## src/rtl/rtc_arb_pkg.sv

```systemverilog
// rtl/rtc_arb_pkg.sv - shared constants, state encoding and field helpers for the RTC bus arbiter
package rtc_arb_pkg;

   localparam int NUM_REQ = 4;
   localparam int RTC_AW  = 8;
   localparam int RTC_DW  = 8;

   localparam int IDX_INIT  = 0;
   localparam int IDX_WRITE = 1;
   localparam int IDX_CRONO = 2;
   localparam int IDX_READ  = 3;

   typedef enum logic [1:0] {
      ST_IDLE  = 2'd0,
      ST_ISSUE = 2'd1,
      ST_WAIT  = 2'd2,
      ST_DONE  = 2'd3
   } arb_state_e;

   // Pull the byte lane of the one-hot selected requester out of a packed bus.
   function automatic logic [RTC_DW-1:0] sel_byte(input logic [NUM_REQ*RTC_DW-1:0] bus,
                                                  input logic [NUM_REQ-1:0]        onehot);
      logic [RTC_DW-1:0] r;
      r = '0;
      for (int i = 0; i < NUM_REQ; i++) begin
         if (onehot[i]) begin
            r = r | bus[RTC_DW*i +: RTC_DW];
         end
      end
      return r;
   endfunction

   // Pull the flag of the one-hot selected requester out of a per-requester vector.
   function automatic logic sel_bit(input logic [NUM_REQ-1:0] v,
                                    input logic [NUM_REQ-1:0] onehot);
      return |(v & onehot);
   endfunction

endpackage

```

## src/rtl/rtc_prio_picker.sv

```systemverilog
// rtl/rtc_prio_picker.sv - fixed-priority winner select with read starvation override
module rtc_prio_picker (
   input  logic [3:0] req,
   input  logic       starve_hit,
   output logic [3:0] winner
);
   import rtc_arb_pkg::*;

   // init > write > crono > read, unless the read requester has waited too long
   always_comb begin
      winner = 4'b0000;
      if (starve_hit && req[IDX_READ]) begin
         winner[IDX_READ] = 1'b1;
      end else if (req[IDX_INIT]) begin
         winner[IDX_INIT] = 1'b1;
      end else if (req[IDX_WRITE]) begin
         winner[IDX_WRITE] = 1'b1;
      end else if (req[IDX_CRONO]) begin
         winner[IDX_CRONO] = 1'b1;
      end else if (req[IDX_READ]) begin
         winner[IDX_READ] = 1'b1;
      end
   end

endmodule

```

## src/rtl/rtc_bus_arbiter.sv

```systemverilog
// rtl/rtc_bus_arbiter.sv - request/grant sequencer sharing one RTC protocol engine among four access machines
module rtc_bus_arbiter #(
   parameter int STARVE_MAX  = 8,
   parameter int TIMEOUT_CYC = 255
) (
   input  logic        clk,
   input  logic        reset,
   input  logic [3:0]  req,
   input  logic [3:0]  lock,
   input  logic [3:0]  we,
   input  logic [31:0] addr_bus,
   input  logic [31:0] wdata_bus,
   output logic [3:0]  gnt,
   output logic [3:0]  done,
   output logic [7:0]  rdata,
   output logic        timeout,
   output logic        rtc_start,
   output logic        rtc_we,
   output logic [7:0]  rtc_addr,
   output logic [7:0]  rtc_wdata,
   input  logic        rtc_done,
   input  logic [7:0]  rtc_rdata,
   output logic        ind_maquina
);
   import rtc_arb_pkg::*;

   localparam logic [7:0] STARVE_LIM = 8'(STARVE_MAX);
   localparam logic [7:0] TMO_LIM    = 8'(TIMEOUT_CYC);

   arb_state_e        state_q, state_d;
   logic [3:0]        gnt_q, gnt_d;
   logic [3:0]        done_q, done_d;
   logic [RTC_DW-1:0] rdata_q, rdata_d;
   logic              timeout_q, timeout_d;
   logic              rtc_start_q, rtc_start_d;
   logic              rtc_we_q, rtc_we_d;
   logic [RTC_AW-1:0] rtc_addr_q, rtc_addr_d;
   logic [RTC_DW-1:0] rtc_wdata_q, rtc_wdata_d;
   logic [7:0]        starve_cnt_q, starve_cnt_d;
   logic [7:0]        tmo_cnt_q, tmo_cnt_d;

   logic [3:0]        winner;
   logic              starve_hit;
   logic [7:0]        tmo_next;
   logic              burst_go;

   assign starve_hit = req[IDX_READ] && (starve_cnt_q == STARVE_LIM);
   assign tmo_next   = tmo_cnt_q + 8'd1;
   // the current owner holds lock and is still asking: stay on the bus
   assign burst_go   = |(lock & req & gnt_q);

   rtc_prio_picker u_picker (
      .req        (req),
      .starve_hit (starve_hit),
      .winner     (winner)
   );

   // next-state, grant capture, completion and counter updates
   always_comb begin
      state_d      = state_q;
      gnt_d        = gnt_q;
      done_d       = 4'b0000;
      rdata_d      = rdata_q;
      timeout_d    = 1'b0;
      rtc_start_d  = 1'b0;
      rtc_we_d     = rtc_we_q;
      rtc_addr_d   = rtc_addr_q;
      rtc_wdata_d  = rtc_wdata_q;
      starve_cnt_d = starve_cnt_q;
      tmo_cnt_d    = tmo_cnt_q;

      if (!req[IDX_READ]) begin
         starve_cnt_d = 8'd0;
      end

      case (state_q)
         ST_IDLE: begin
            if (|req) begin
               gnt_d       = winner;
               rtc_we_d    = sel_bit(we, winner);
               rtc_addr_d  = sel_byte(addr_bus, winner);
               rtc_wdata_d = sel_byte(wdata_bus, winner);
               rtc_start_d = 1'b1;
               state_d     = ST_ISSUE;
               if (winner[IDX_READ]) begin
                  starve_cnt_d = 8'd0;
               end else if (req[IDX_READ] && (starve_cnt_q != STARVE_LIM)) begin
                  starve_cnt_d = starve_cnt_q + 8'd1;
               end
            end
         end

         ST_ISSUE: begin
            tmo_cnt_d = 8'd0;
            state_d   = ST_WAIT;
         end

         ST_WAIT: begin
            if (rtc_done) begin
               if (!rtc_we_q) begin
                  rdata_d = rtc_rdata;
               end
               done_d    = gnt_q;
               tmo_cnt_d = 8'd0;
               state_d   = ST_DONE;
            end else if (tmo_next == TMO_LIM) begin
               timeout_d = 1'b1;
               done_d    = gnt_q;
               rdata_d   = '0;
               tmo_cnt_d = 8'd0;
               state_d   = ST_DONE;
            end else begin
               tmo_cnt_d = tmo_next;
            end
         end

         ST_DONE: begin
            if (burst_go) begin
               rtc_we_d    = sel_bit(we, gnt_q);
               rtc_addr_d  = sel_byte(addr_bus, gnt_q);
               rtc_wdata_d = sel_byte(wdata_bus, gnt_q);
               rtc_start_d = 1'b1;
               state_d     = ST_ISSUE;
            end else begin
               gnt_d   = 4'b0000;
               state_d = ST_IDLE;
            end
         end

         default: begin
            gnt_d   = 4'b0000;
            state_d = ST_IDLE;
         end
      endcase
   end

   // state and output registers; reset abandons any transaction in flight
   always_ff @(posedge clk) begin
      if (reset) begin
         state_q      <= ST_IDLE;
         gnt_q        <= 4'b0000;
         done_q       <= 4'b0000;
         rdata_q      <= '0;
         timeout_q    <= 1'b0;
         rtc_start_q  <= 1'b0;
         rtc_we_q     <= 1'b0;
         rtc_addr_q   <= '0;
         rtc_wdata_q  <= '0;
         starve_cnt_q <= 8'd0;
         tmo_cnt_q    <= 8'd0;
      end else begin
         state_q      <= state_d;
         gnt_q        <= gnt_d;
         done_q       <= done_d;
         rdata_q      <= rdata_d;
         timeout_q    <= timeout_d;
         rtc_start_q  <= rtc_start_d;
         rtc_we_q     <= rtc_we_d;
         rtc_addr_q   <= rtc_addr_d;
         rtc_wdata_q  <= rtc_wdata_d;
         starve_cnt_q <= starve_cnt_d;
         tmo_cnt_q    <= tmo_cnt_d;
      end
   end

   assign gnt         = gnt_q;
   assign done        = done_q;
   assign rdata       = rdata_q;
   assign timeout     = timeout_q;
   assign rtc_start   = rtc_start_q;
   assign rtc_we      = rtc_we_q;
   assign rtc_addr    = rtc_addr_q;
   assign rtc_wdata   = rtc_wdata_q;
   // write-type owners drive the indicator low; idle and read ownership leave it high
   assign ind_maquina = (state_q == ST_IDLE) || gnt_q[IDX_READ];

endmodule

```

## config.mk

```make
export PLATFORM = sky130hd
export DESIGN_NAME = rtc_bus_arbiter
export DESIGN_NICKNAME = d
export VERILOG_FILES = /design/src/rtl/rtc_arb_pkg.sv /design/src/rtl/rtc_prio_picker.sv /design/src/rtl/rtc_bus_arbiter.sv
export SDC_FILE = /design/constraint.sdc
export NUM_CORES = 1
export LEC_CHECK = 0
export CAP_MARGIN = 10
export CORE_MARGIN = 10
export CORE_UTILIZATION = 43
export CTS_CLUSTER_SIZE = 28
export DETAILED_ROUTE_END_ITERATION = 6
export PLACE_DENSITY = 0.8
export RECOVER_POWER = 100
export REMOVE_ABC_BUFFERS = 1
export SLEW_MARGIN = 20
export SYNTH_ARGS = -nofsm -noshare
export SYNTH_HDL_FRONTEND = slang
export SYNTH_SLANG_ARGS = --single-unit
export TNS_END_PERCENT = 1
```

## constraint.sdc

```tcl
create_clock -name clk -period 2.97 [get_ports clk]
set_input_delay 0.594 -clock clk [delete_from_list [all_inputs] [get_ports clk]]
set_output_delay 0.594 -clock clk [all_outputs]
set_load 0.005 [all_outputs]
```

* Word level (Yosys, flattened, before mapping) *
Cells that the tools add are included.
Widths: inputs -> output; s select.

cells by class
  add/sub/neg operators = 2
  $mul = 0
  div/mod/pow operators = 0
  magnitude comparators = 0
  equal/unequal tests = 11
  shift-type cells = 0
  muxes and demuxes = 83
  bitwise gates (word level) = 17
  reductions and logical operators = 18

operators by type and width
  operator             number
  $mux 8               54
  $or 8x8->8           12
  $pmux 8 s2           3
  $add 8x1->8 const B  2
  $and 4x4->4          4
  $mux 4               4
  $reduce_or 4->1      4
  $mux 1               12
  $reduce_and 3->1     3
  $eq 8x4->1 const B   1
  $eq 8x8->1 const B   1
  $mux 2               4
  $ne 2x2->1 const B   4
  $ne 8x4->1 const B   1
  $pmux 2 s4           1
  $pmux 4 s2           1
  $mux 3               2
  $reduce_bool 2->1    3
  $eq 2x2->1 const B   2
  $pmux 1 s2           2
  $logic_and 1x1->1    3
  $ne 3x3->1 const B   1
  $reduce_or 3->1      1
  $eq 2x1->1 const B   1
  other kinds (5)      5

storage, ports and cells
  flip-flop bits (word level) = 53
  bits in latches = 0
  bits in writable memories = 0
  memory bits (read-only) = 0
  input bits = 87
  output and inout bits = 36
  logic and storage cells = 142
  memories = 0

* Longest topological paths before layout *
  word-level depth = 20
  depth in mapped cells = 10
  depth with buffers taken out = 8

* Cells and area by module *
From an unflattened synthesis, not the netlist that was laid out.

unflattened totals
  cell total of the unflattened synthesis = 420
  area, all modules = 3,348.2 um^2

by module, submodules not included
  module           times used  cells each  area an instance (um^2)  seq. area each (um^2)
  rtc_bus_arbiter  1           414         3,303.2                  1,061.0
  rtc_prio_picker  1           6           45.0                     0.0

* Least setup slack after synthesis *
OpenSTA, ideal clock, no wires.

  kind = in2reg
  from = input port req[0]
  to = register rtc_addr_q[0] (netlist: rtc_addr[0])
  setup time = 117 ps
  arrival = 2,221 ps
  required time = 2,853 ps
  slack = 632 ps
  stages = 9
  buffers on the path = 3
  cell sequence = or3_1 > buf_2 > or3b_4 > o21ai_2 > a21oi_2 > nor2b_1 > buf_6 > buf_6 > a32o_1

between the ends
  longest elaborated chain between the ends = 17
  elaborated cells between the ends (all ways) = 26
  classes of those cells = eq/ne: 2; mux: 16; bitwise: 5; reduce/logical: 3

ends and longest elaborated chain
  element                 line                    source
  start: declaration      rtc_bus_arbiter.sv:8    input logic [3:0] req,
  $mux 1                  rtc_prio_picker.sv:14   end else if (req[IDX_INIT]) begin
  $mux 3                  rtc_prio_picker.sv:12   if (starve_hit && req[IDX_READ]) begin
  $mux 8                  rtc_arb_pkg.sv:26       if (onehot[i]) begin
  $mux 8                  rtc_bus_arbiter.sv:78   if (|req) begin
  $mux 8                  rtc_bus_arbiter.sv:76   case (state_q)
  $or 8x8->8              rtc_arb_pkg.sv:27       r = r | bus[RTC_DW*i +: RTC_DW];
  $mux 8                  rtc_arb_pkg.sv:26
  $mux 8                  rtc_bus_arbiter.sv:78
  $mux 8                  rtc_bus_arbiter.sv:76
  $or 8x8->8              rtc_arb_pkg.sv:27
  $mux 8                  rtc_arb_pkg.sv:26
  $mux 8                  rtc_bus_arbiter.sv:78
  $mux 8                  rtc_bus_arbiter.sv:76
  $or 8x8->8              rtc_arb_pkg.sv:27
  $mux 8                  rtc_arb_pkg.sv:26
  $mux 8                  rtc_bus_arbiter.sv:78
  $pmux 8 s2              rtc_bus_arbiter.sv:76
  end signal: assignment  rtc_bus_arbiter.sv:159  rtc_addr_q <= rtc_addr_d;
  end: declaration        rtc_bus_arbiter.sv:37   logic [RTC_AW-1:0] rtc_addr_q, rtc_addr_d;

Several ways; a longest one is shown, not always the timed one. The select of a mux whose other input is x is not followed.
A chain may end at the register's enable or synchronous reset.

* Worst setup path after layout *
  from = register gnt_q[0] (netlist: gnt[0])
  to = output port gnt[0]

RTL lines
  element                   line                    source
  start: declaration        rtc_bus_arbiter.sv:31   logic [3:0] gnt_q, gnt_d;
  start signal: assignment  rtc_bus_arbiter.sv:153  gnt_q <= gnt_d;
  end: declaration          rtc_bus_arbiter.sv:13   output logic [3:0] gnt,

No word-level cell between the ends.

==> results_dict.tcl <==
set metrics [dict create \
    status "finished, violations left" \
    violations "design-rule violations" \
    synth_common_cells "dfxtp_1 (53), nand2_1 (48), a222oi_1 (33)" \
    drt_wl_total_um 10900 \
    wl_per_cell_um 19.3 \
    syn_area_per_cell_um2 8.40 \
    h-tree-depth 2 \
    tightest_slew_ns 1.07 \
    drive_gt1_frac 0.0445 \
    fill_cells 591 \
    min_period_ns 2.75 \
    gp_congestion 0.840 \
    dpl_cell_area_um2 4310 \
    hold_buffers 0 \
    holdCritPathClass "reg2reg" \
    synth_cell_type_count 54 \
    post_drt_via_cell_ratio 6.07 \
    synthArstFlopShare 0 \
    io_pins 123 \
    fin_nets 565 \
    critPathSlowestCell "clkbuf_1" \
    wl_met2_um 5260 \
    setup.worst_path.start_class "flip-flop" \
    postLayoutCellArea_um2 4390 \
    crit_fanout 20 \
    synth_ff_type "dfxtp_1" \
    path_clk_slew_ns 0.09 \
    detail-route-antenna-nets 0 \
    yosysMostFrequentCell "dfxtp_1" \
    num_antenna_cells 0 \
    startpoint "gnt[0]$_SDFFE_PP0P_" \
    drv_cap 0 \
    gr-total-overflow 0 \
    wl_met3_um 1410 \
    groute.usage.overall 0.195 \
    die_x_um 103 \
    ys_ff_latch 53 \
    start_util 0.441 \
    postCtsSetupBuffers 0 \
    crit_required_ns 2.38 \
    netlist_area_um2 3000 \
    fin_crit_sh 0.926 \
    rsz0062_at_grt "false" \
    setup_viol 0 \
    grt_max_degree 23 \
    dieArea_um2 10700 \
    die_h_um 103 \
    reg2reg_from "tmo_cnt_q[0]$_SDFFE_PP0P_" \
    vias 3446 \
    critPathKind "reg2out" \
    core-area_um2 6790 \
    min_from "rtc_addr[2]$_SDFFE_PP0P_" \
    synth_largest_area_cell "dfxtp_1" \
    slew_violations 0 \
    crit_buf_inv 2 \
    p_leak_nw 1.69 \
    cts_resized 0 \
    vdd_drop_max_mv 0.321 \
    finalHoldViolCount 0 \
    cts_made_buffers 5 \
    routed.top_layer "met4" \
    critical_path.cell_chain "clkbuf_1 -> clkdlybuf4s50_1" \
    final.setup.tns_ns 0 \
    cts_sinks 53 \
    cp_slowest_stage_delay_ns 0.81 \
    cts_tree "done" \
    worstRegToRegCells 7 \
    portBuffers 122 \
    relSlewSlack 0.290 \
    worstReg2RegEnd "state_q[0]$_SDFFE_PP0P_" \
    rows 30 \
    cp_top_family "buffers and inverters" \
    power_density_nw_per_um2 574 \
    yosysTopAreaCellShare 0.354 \
    clock_latency_ns 0.31 \
    r2r_slack_ns 0.63 \
    antenna_found_initial 0 \
    finClkSkew_ns 0.00978 \
    crit_cells 2 \
    drt-met1-wl_um 4060 \
    syn_inst 357 \
    synth_edf_count 0 \
    fmax_ghz 0.364 \
    first_pass_iters 7 \
    dp_hpwl_um 8060 \
    grt_pass1_vias 3348 \
    yosysWarnings 0 \
    clock_path_buffers 2 \
    grt_pass1_wl_um 16700 \
    synth.area.top_cells "dfxtp_1 (35%), a222oi_1 (11%), nand2_1 (6.0%), a32o_1 (5.7%), nand3_1 (4.7%)" \
    drt_iter0_markers 428 \
    area_growth_pct 46.5 \
    seq_area_frac_synth 0.354 \
    end_kind "primary output" \
    cts-root-buf "clkbuf_8" \
    crit_end "gnt[0]" \
    arrival_ns 2.15 \
    drc 2 \
]
-- report_power, final --
part | switching [mW] | internal [mW]
clock | 0.237 | 0.253
combinational | 0.576 | 0.545
sequential | 0.0703 | 0.840
-- area by class of cell --
class | instances | area, um^2 | area share
clock buffer | 6 | 72.6 | 0.0165
sequential | 53 | 1060 | 0.242
multi-input combinational | 268 | 1770 | 0.404
timing repair buffer | 134 | 1290 | 0.294
tap | 96 | 120 | 0.0274
clock inverter | 2 | 38.8 | 0.00883
inverter | 9 | 33.8 | 0.00769
-- routing by layer --
layer / track usage / up-vias
met4: 0.0738 / 0
met5: 0 / -
met1: 0.218 / 1595
met3: 0.0545 / 23
met2: 0.345 / 207
li1: - / 1621
-- through the flow --
step	instances	power [mW]	util	setup WS [ns]	hold slack, ns
finish	568	2.52	0.646	0.221	0.467
global route	568	2.68	0.646	0.149	0.479
CTS	568	2.59	0.650	0.476	0.477
detailed placement	560	2.09	0.634	0.161	0.455
global placement	560	2.06	0.633	-0.0112	0.447
floorplan	330	1.50	-	0.580	0.450
-- cell families after synthesis --
group | Yosys count | share of synthesized area
xor gates and xnor gates | 5 | 0.0146
and+or+nand+nor | 132 | 0.221
AOI/OAI and AO/OA | 123 | 0.325
muxes | 1 | 0.00334
DFF | 53 | 0.354
buffers and inverters | 36 | 0.0534
adders and majority gates | 7 | 0.0292
-- cells in the final DEF, fill, tap and decap left out, types with 4 or more instances in the layout --
cell,instances
inv_1,9
a22o_1,9
nand3_1,28
clkdlybuf4s50_1,89
nand2_1,48
a22oi_1,4
buf_4,6
o21ai_0,17
nor2_1,16
a32o_1,17
clkbuf_8,5
a21oi_1,25
nor2b_1,6
dlygate4sd3_1,33
and3_1,12
ha_1,7
clkbuf_1,4
a222oi_1,33
dfxtp_1,53
-- how the worst min path moves through the flow --
stage                                     end  depth (start not counted)  slack, ns
floorplan           tmo_cnt_q[6]$_SDFFE_PP0P_                          2       0.45
global placement     rtc_addr[3]$_SDFFE_PP0P_                          1       0.45
detailed placement      rdata[0]$_SDFFE_PP0P_                          1       0.46
CTS                  rtc_addr[2]$_SDFFE_PP0P_                          1       0.48
global route         rtc_addr[1]$_SDFFE_PP0P_                          1       0.48
finish               rtc_addr[2]$_SDFFE_PP0P_                          1       0.47
-- registers in the layout, summed over array words and instances, names as in the netlist --
signal	count
gnt	4
tmo_cnt_q	8
rtc_start	1
done	4
rtc_addr	8
timeout	1
rdata	8
starve_cnt_q	8
rtc_we	1
state_q	2
rtc_wdata	8
Power figures use the tool's default switching activity.
